## src/rtl/draw_pkg.sv

```systemverilog
`default_nettype none
// ============================================================================
//  Module      : draw_pkg
//  Description : Shared types and screen constants for the draw scheduler.
//                sched_state_t  - scheduler FSM state encoding
//                SCREEN_W/H     - VGA adapter resolution in pixels
//  Revision    : 1.0  initial release
// ============================================================================
package draw_pkg;

    typedef enum logic [2:0] {
        IDLE     = 3'd0,
        FILL     = 3'd1,
        FILL_REL = 3'd2,
        DRAW     = 3'd3,
        DRAW_REL = 3'd4,
        DONE     = 3'd5
    } sched_state_t;

    localparam int SCREEN_W = 160;
    localparam int SCREEN_H = 120;

endpackage
`default_nettype wire

```

## src/rtl/phase_timer.sv

```systemverilog
`default_nettype none
// ============================================================================
//  Module      : phase_timer
//  Description : Saturating per-phase cycle counter. Cleared by clr, raises
//                expired once the count reaches TIMEOUT_CYCLES-1 and holds
//                there until the next clear.
//  Ports       : clk      in  clock, rising edge
//                rst_n    in  asynchronous reset, active-low
//                clr      in  restart the count from zero
//                expired  out count has reached TIMEOUT_CYCLES-1
//  Revision    : 1.0  initial release
// ============================================================================
module phase_timer #(
    parameter int TIMEOUT_CYCLES = 20000
) (
    input  logic clk,
    input  logic rst_n,
    input  logic clr,
    output logic expired
);

    localparam int                c_cnt_w = (TIMEOUT_CYCLES > 2) ? $clog2(TIMEOUT_CYCLES) : 1;
    localparam logic [c_cnt_w-1:0] c_last  = c_cnt_w'(TIMEOUT_CYCLES - 1);

    logic [c_cnt_w-1:0] r_cnt;

    // Saturate at the terminal count so a stalled phase keeps expired high.
    always_ff @(posedge clk or negedge rst_n) begin
        if (!rst_n) begin
            r_cnt <= '0;
        end else if (clr) begin
            r_cnt <= '0;
        end else if (r_cnt != c_last) begin
            r_cnt <= r_cnt + 1'b1;
        end
    end

    assign expired = (r_cnt == c_last);

endmodule
`default_nettype wire

```

## src/rtl/draw_scheduler.sv

```systemverilog
`default_nettype none
// ============================================================================
//  Module      : draw_scheduler
//  Description : Sequences the fillscreen engine (clear to black) and then the
//                circle engine, owning the start/done handshake to each engine
//                and to the top level, and muxing the active engine's plot
//                stream onto the single VGA adapter plot port (1-cycle
//                registered latency).
//  Ports       : clk, rst_n                  clock / async active-low reset
//                start, done                 top-level handshake
//                err                         sticky phase-timeout flag
//                f_start, f_done, f_*        fillscreen engine handshake/stream
//                c_start, c_done, c_*        circle engine handshake/stream
//                vga_x/vga_y/vga_colour/vga_plot  to VGA adapter
//  Config      : DRAW_SCHED_TIMEOUT_EN - adds a per-phase timeout of
//                TIMEOUT_CYCLES cycles and drives err; without it err is 0
//                and each phase waits indefinitely.
//  Revision    : 1.0  initial release
// ============================================================================
module draw_scheduler
    import draw_pkg::*;
#(
    parameter int X_W            = 8,
    parameter int Y_W            = 7,
    parameter int C_W            = 3,
    parameter int TIMEOUT_CYCLES = 20000
) (
    input  logic           clk,
    input  logic           rst_n,
    input  logic           start,
    output logic           done,
    output logic           err,
    output logic           f_start,
    input  logic           f_done,
    input  logic [X_W-1:0] f_x,
    input  logic [Y_W-1:0] f_y,
    input  logic [C_W-1:0] f_colour,
    input  logic           f_plot,
    output logic           c_start,
    input  logic           c_done,
    input  logic [X_W-1:0] c_x,
    input  logic [Y_W-1:0] c_y,
    input  logic [C_W-1:0] c_colour,
    input  logic           c_plot,
    output logic [X_W-1:0] vga_x,
    output logic [Y_W-1:0] vga_y,
    output logic [C_W-1:0] vga_colour,
    output logic           vga_plot
);

    sched_state_t   r_state;
    sched_state_t   w_next_state;
    logic           w_expired;
    logic           w_timeout_exit;

    logic [X_W-1:0] r_vga_x;
    logic [Y_W-1:0] r_vga_y;
    logic [C_W-1:0] r_vga_colour;
    logic           r_vga_plot;

    // ------------------------------------------------------------------
    // State register
    // ------------------------------------------------------------------
    always_ff @(posedge clk or negedge rst_n) begin
        if (!rst_n) begin
            r_state <= IDLE;
        end else begin
            r_state <= w_next_state;
        end
    end

    // ------------------------------------------------------------------
    // Next-state logic. Each engine phase is followed by a release state
    // that waits for the engine's done to drop, so a done still high from
    // the previous phase can never be mistaken for the next handshake.
    // A genuine done wins over a coincident timer expiry.
    // ------------------------------------------------------------------
    always_comb begin
        w_next_state   = r_state;
        w_timeout_exit = 1'b0;
        case (r_state)
            IDLE: begin
                if (start) w_next_state = FILL;
            end
            FILL: begin
                if (f_done) begin
                    w_next_state = FILL_REL;
                end else if (w_expired) begin
                    w_next_state   = FILL_REL;
                    w_timeout_exit = 1'b1;
                end
            end
            FILL_REL: begin
                if (!f_done) begin
                    w_next_state = DRAW;
                end else if (w_expired) begin
                    w_next_state   = DRAW;
                    w_timeout_exit = 1'b1;
                end
            end
            DRAW: begin
                if (c_done) begin
                    w_next_state = DRAW_REL;
                end else if (w_expired) begin
                    w_next_state   = DRAW_REL;
                    w_timeout_exit = 1'b1;
                end
            end
            DRAW_REL: begin
                if (!c_done) begin
                    w_next_state = DONE;
                end else if (w_expired) begin
                    w_next_state   = DONE;
                    w_timeout_exit = 1'b1;
                end
            end
            DONE: begin
                if (!start) w_next_state = IDLE;
            end
            default: begin
                w_next_state = IDLE;
            end
        endcase
    end

    // Handshake outputs decode the registered state only, so they reset
    // immediately and drop the cycle after the matching done is sampled.
    assign f_start = (r_state == FILL);
    assign c_start = (r_state == DRAW);
    assign done    = (r_state == DONE);

    // ------------------------------------------------------------------
    // Optional phase timeout
    // ------------------------------------------------------------------
`ifdef DRAW_SCHED_TIMEOUT_EN
    logic w_timer_clr;
    logic r_err;

    // Any state change restarts the count, so each phase gets a full budget.
    assign w_timer_clr = (w_next_state != r_state);

    phase_timer #(
        .TIMEOUT_CYCLES (TIMEOUT_CYCLES)
    ) u_phase_timer (
        .clk     (clk),
        .rst_n   (rst_n),
        .clr     (w_timer_clr),
        .expired (w_expired)
    );

    always_ff @(posedge clk or negedge rst_n) begin
        if (!rst_n) begin
            r_err <= 1'b0;
        end else if ((r_state == IDLE) && (w_next_state == FILL)) begin
            r_err <= 1'b0;
        end else if (w_timeout_exit) begin
            r_err <= 1'b1;
        end
    end

    assign err = r_err;
`else
    logic w_unused_timeout;

    assign w_expired        = 1'b0;
    assign err              = 1'b0;
    assign w_unused_timeout = ^{TIMEOUT_CYCLES, w_timeout_exit};
`endif

    // ------------------------------------------------------------------
    // VGA plot mux: registered copy of the active engine's stream.
    // Outside the two engine phases only the strobe is forced low; the
    // coordinates and colour keep their last value.
    // ------------------------------------------------------------------
    always_ff @(posedge clk or negedge rst_n) begin
        if (!rst_n) begin
            r_vga_x      <= '0;
            r_vga_y      <= '0;
            r_vga_colour <= '0;
            r_vga_plot   <= 1'b0;
        end else begin
            case (r_state)
                FILL: begin
                    r_vga_x      <= f_x;
                    r_vga_y      <= f_y;
                    r_vga_colour <= f_colour;
                    r_vga_plot   <= f_plot;
                end
                DRAW: begin
                    r_vga_x      <= c_x;
                    r_vga_y      <= c_y;
                    r_vga_colour <= c_colour;
                    r_vga_plot   <= c_plot;
                end
                default: begin
                    r_vga_plot   <= 1'b0;
                end
            endcase
        end
    end

    assign vga_x      = r_vga_x;
    assign vga_y      = r_vga_y;
    assign vga_colour = r_vga_colour;
    assign vga_plot   = r_vga_plot;

endmodule
`default_nettype wire

```

## config.mk

```make
export PLATFORM = sky130hd
export DESIGN_NAME = draw_scheduler
export DESIGN_NICKNAME = d
export VERILOG_FILES = /design/src/rtl/draw_pkg.sv /design/src/rtl/phase_timer.sv /design/src/rtl/draw_scheduler.sv
export SDC_FILE = /design/constraint.sdc
export NUM_CORES = 1
export LEC_CHECK = 0
export BUFFER_PORTS_ARGS = -buffer_cell sky130_fd_sc_hd__buf_2
export CAP_MARGIN = 20
export CORE_MARGIN = 4
export CORE_UTILIZATION = 48
export CTS_CLUSTER_SIZE = 8
export DETAILED_ROUTE_END_ITERATION = 8
export GPL_TIMING_DRIVEN = 0
export PLACE_DENSITY = 0.85
export SLEW_MARGIN = 10
export SYNTH_ARGS = -nofsm -noshare
export SYNTH_HDL_FRONTEND = slang
export SYNTH_HIERARCHICAL = 1
export SYNTH_SLANG_ARGS = --single-unit
```

## constraint.sdc

```tcl
create_clock -name clk -period 2.8 [get_ports clk]
set_clock_uncertainty 0.1 [all_clocks]
set_input_delay 0.14 -clock clk [delete_from_list [all_inputs] [get_ports clk]]
set_output_delay 0.14 -clock clk [all_outputs]
set_load 0.02 [all_outputs]
```

Word level (Yosys, flattened, before mapping)
Index checks and enable logic that the tools add are counted.
{"block": "totals", "reg_bits": 22, "latchBits": 0, "ram_bits": 0, "rom_bits": 0, "inputBits": 43, "out_inout_bits": 23, "memories": 0}
{"block": "classes", "add_sub_neg": 0, "mul": 0, "n_div": 0, "magnitude_cmp": 0, "eq_ne": 11, "shift": 0, "n_mux": 11, "bitwise_logic": 0, "reduce_logical": 3}
{"operator": "2-to-1 mux 3 bit", "count": 6}
{"operator": "one-hot mux 3 bit (6 select lines)", "count": 1}
{"operator": "one-hot mux 8 bit (2 select lines)", "count": 1}
{"operator": "one-hot mux 7 bit (2 select lines)", "count": 1}
{"operator": "!= test 2 bit, second input constant", "count": 4}
{"operator": "== test 3 x 2 -> 1 bit, second input constant", "count": 2}
{"operator": "== test 3 bit, second input constant", "count": 2}
{"operator": "one-hot mux 3 bit (2 select lines)", "count": 1}
{"operator": "AND reduction 6 bit", "count": 1}
{"operator": "!= test 2 x 1 -> 1 bit, second input constant", "count": 2}
{"operator": "== test 3 x 1 -> 1 bit, second input constant", "count": 1}
{"operator": "zero test 3 bit", "count": 1}
{"operator": "one-hot mux 1 bit (2 select lines)", "count": 1}
{"operator": "nonzero test 2 bit", "count": 1}

Longest topological paths before layout
{"block": "depth", "ltp_word": 3, "depth_mapped": 6, "mapped_depth_nobuf": 3}

Least setup slack after synthesis
No wires, ideal clock.
{"block": "synth_timing", "path_kind": "register -> output", "from": "register r_state[2]", "to": "output f_start", "t_arrival_ps": 1113, "setup_slack_ps": 1447, "path_stages_with_launch": 5, "cell_sequence": "dfrtp_1 nand2b_4 buf_12 buf_12 nor2_1"}
{"block": "synth_via", "elab_chain_cells": 1}
{"element": "from (decl)", "line_no": "draw_scheduler.sv:51", "text": "sched_state_t r_state;"}
{"element": "from (signal assigned)", "line_no": "draw_scheduler.sv:68", "text": "r_state <= w_next_state;"}
{"element": "== test 3 x 1 -> 1 bit"}
{"element": "to (decl)", "line_no": "draw_scheduler.sv:33", "text": "output logic f_start,"}
Every way passes these cells.

Worst setup path in the final report
{"block": "layout_timing", "from": "register r_state[1]", "to": "register r_vga_x[1], in the netlist vga_x[1]"}
{"block": "layout_via", "elab_chain_cells": 2, "word_cells_on_any_way": 4}
{"element": "== test 3 x 2 -> 1 bit or == test 3 x 1 -> 1 bit (tied branches)"}
{"element": "one-hot mux 8 bit (2 select lines) or nonzero test 2 bit (tied branches)"}
{"element": "to (signal assigned)", "line_no": "draw_scheduler.sv:177", "text": "r_vga_x <= '0;"}
{"element": "to (signal assigned)", "line_no": "draw_scheduler.sv:184", "text": "r_vga_x <= f_x;"}
{"element": "to (signal assigned)", "line_no": "draw_scheduler.sv:190", "text": "r_vga_x <= c_x;"}
{"element": "to (decl)", "line_no": "draw_scheduler.sv:56", "text": "logic [X_W-1:0] r_vga_x;"}
Several ways; a longest one is shown, not always the timed one.
A chain may end at the register's enable or synchronous reset.

==> flow_metrics.env <==
export IMPL_antenna_found_initial=0
export IMPL_cp_max_fo=10
export IMPL_register_area_um2=551
export IMPL_power_density_nw_per_um2=1130
export IMPL_yosysTopAreaCellShare_pct=44.4
export IMPL_r2r_end="vga_x[1]"
export IMPL_yosysMostFrequentCell="dfrtp_1"
export IMPL_antenna_cells=0
export IMPL_drcViolationCount=0
export IMPL_leakage_nw=0.939
export IMPL_hold_buffers=21
export IMPL_met1_usage_pct=21.7
export IMPL_min_period_over_period_pct=63.4
export IMPL_post_cts_setup_buffer_count=0
export IMPL_crit_path_end="vga_x[1]"
export IMPL_worstSetupPathDepth=5
export IMPL_die_area_um2=3460
export IMPL_crit_buf_inv=3
export IMPL_multi_input_area_um2=573
export IMPL_htree_levels=1
export IMPL_outcome="complete, no violations"
export IMPL_cts_reportedPaths_clkPinSlew_ns=0.12
export IMPL_place_inst=201
export IMPL_r2r_setup_slack_ns=1.03
export IMPL_io_pins=66
export IMPL_worstSetupEndpointType="flip-flop"
export IMPL_syn_num_nets=150
export IMPL_whs_ns=0.00748
export IMPL_syn_inst=107
export IMPL_avgSynthCellArea_um2=11.6
export IMPL_grtUsageTotal_pct=18.5
export IMPL_crit_start="r_state[1]"
export IMPL_tns_ns=0
export IMPL_final_nets=241
export IMPL_reg2reg_from="r_state[1]"
export IMPL_holdPathStages=3
export IMPL_ys_flop_type="dfrtp_1"
export IMPL_fill_cells=175
export IMPL_syn_cell_area_um2=1240
export IMPL_grt_pass1_vias=1193
export IMPL_die_x_um=58.9
export IMPL_core_um2=2480
export IMPL_yosysWarnings=6
export IMPL_ir_drop_mv=0.663
export IMPL_synthTopCellsByArea="dfrtp_1, mux2i_1, o21ai_2"
export IMPL_cts_resized_gates=0
export IMPL_gr_usage_met3_pct=3.95
export IMPL_antenna_left=0
export IMPL_crit_type="flip-flop to flip-flop"
export IMPL_numCtsBuffers=3
export IMPL_yosys_top_cells_count="dfrtp_1, mux2i_1, nand2_2, o21ai_2"
export IMPL_via_count=1115
export IMPL_hp_start="f_x[0]"
export IMPL_ys_seq_area_share_pct=44.4
export IMPL_stdcell_count=227
export IMPL_reg2reg_depth=5
export IMPL_crit_required_ns=2.90
export IMPL_dr_pass1_iters=4
export IMPL_worstPathCellList="buf_6, buf_4, mux2i_1, dlygate4sd3_1, o21ai_2"
export IMPL_slowest_delay_ns=0.60
export IMPL_cts_tree="done"
export IMPL_slew_viol_final=0
export IMPL_grt_pass1_wl_um=4970
export IMPL_final_cell_area_um2=1860
export IMPL_area_delta_synth_final_pct=49.5
export IMPL_insertion_delay_ns=0.31
export IMPL_synth_seq_cells=22
export IMPL_cpMaxStageDelayCell="dlygate4sd3_1"
export IMPL_synth_edff_count=0
export IMPL_setup_violations=0
export IMPL_drv_cap=0
export IMPL_synth_top_cell_by_area="dfrtp_1"
export IMPL_max_clock_path_buffers=2
export IMPL_max_freq_mhz=564
export IMPL_grt_use_met2_pct=32.3
export IMPL_drive_gt1_share_pct=57.9
export IMPL_drt_initial_drc_count=21
export IMPL_placed_area_um2=1600
export IMPL_fp_dieH_um=58.9
export IMPL_critical_path_top_delay_family="buffers and inverters"
export IMPL_place_congestion=0.695
export IMPL_holdCritPathClass="primary input to flip-flop"
export IMPL_wirelength_um=3080
export IMPL_cts_sinks=22
export IMPL_synthArstFlopShare_pct=100
export IMPL_io_buffers=64
export IMPL_top_usage_layer="met2"
export IMPL_synth_distinct_cells=22
export IMPL_dp_hpwl_um=2220
export IMPL_grt_setup_unrepaired="false"
export IMPL_grt_max_degree=23
export IMPL_initial_core_util_pct=50.1
export IMPL_arrival_ns=1.88
export IMPL_worstSetupStartpointType="flip-flop"
export IMPL_finalHoldViolCount=0
export IMPL_rows=18
export IMPL_min_period_ns=1.77
export IMPL_p_total_mw=2.10
export IMPL_avgViaCountPerCell=4.91
export IMPL_gr_total_overflow=0
export IMPL_wire_per_inst_um=13.6
export IMPL_root_buffer="clkbuf_4"
[cells by family (layout without fill, tap and decap cells)]
kind of cell | Yosys count | after routing | share of synthesized area [%]
simple gates | 30 | 30 | 14.5
compound gates | 22 | 22 | 15.2
other cells | 1 | 1 | 0.302
buf+inv | 12 | 102 | 9.48
flops | 22 | 22 | 44.4
mux | 20 | 20 | 16.1
[flip-flops by register name, indices dropped and copies added, names as in the netlist]
register and flops:
vga_plot 1, r_state 3, vga_y 7, vga_x 8, vga_colour 3
[metal layers]
layer / part of all wire, % / routed length, um
met5: 0 / 0
met4: 1.5 / 46
met2: 50 / 1550
met3: 8.9 / 275
met1: 39 / 1210
[cell type report]
class / count / share of cell area [%]
timing repair buffer: 86 / 29.1
clock buffer: 4 / 1.96
multi-input combinational: 73 / 30.9
sequential: 22 / 29.7
tap: 30 / 2.02
inverter: 3 / 0.607
buffer: 9 / 5.73
[worst min-delay path by stage]
stage	endpoint
after global placement	vga_x[0]
after detailed placement	vga_y[5]
after floorplan	r_state[0]
final	vga_x[0]
after global routing	vga_y[0]
after CTS	vga_x[5]
[cells in the final DEF (no fill, tap or decap), types with 3 or more instances in the layout]
master          n
nor2_1          3
buf_4           3
clkbuf_4        4
o21ai_2        18
buf_2          65
dfrtp_1        22
inv_1           3
nand2_2        18
mux2i_1        20
buf_12          3
dlygate4sd3_1  22
[report_power, final]
group	internal, mW	switching (mW)	leakage, nW
combinational	0.603	0.746	0.646
sequential	0.478	0.0940	0.272
clock	0.0794	0.0955	0.0210
total	1.16	0.935	0.939
[worst min-delay path: stages]
cell and delay (ns):
buf_2 0.08, mux2i_1 0.07, o21ai_2 0.10
[per-stage QoR]
| stage | setup WS, ns | utilization, % |
|---|---|---|
| finish | 1.03 | 74.9 |
| global route | 0.942 | 74.9 |
| CTS | 1.07 | 74.5 |
| detailed placement | 1.45 | 64.5 |
| global placement | 1.47 | 64.5 |
| floorplan | 1.45 | - |
Note: power is estimated with default switching activity, not from simulation.
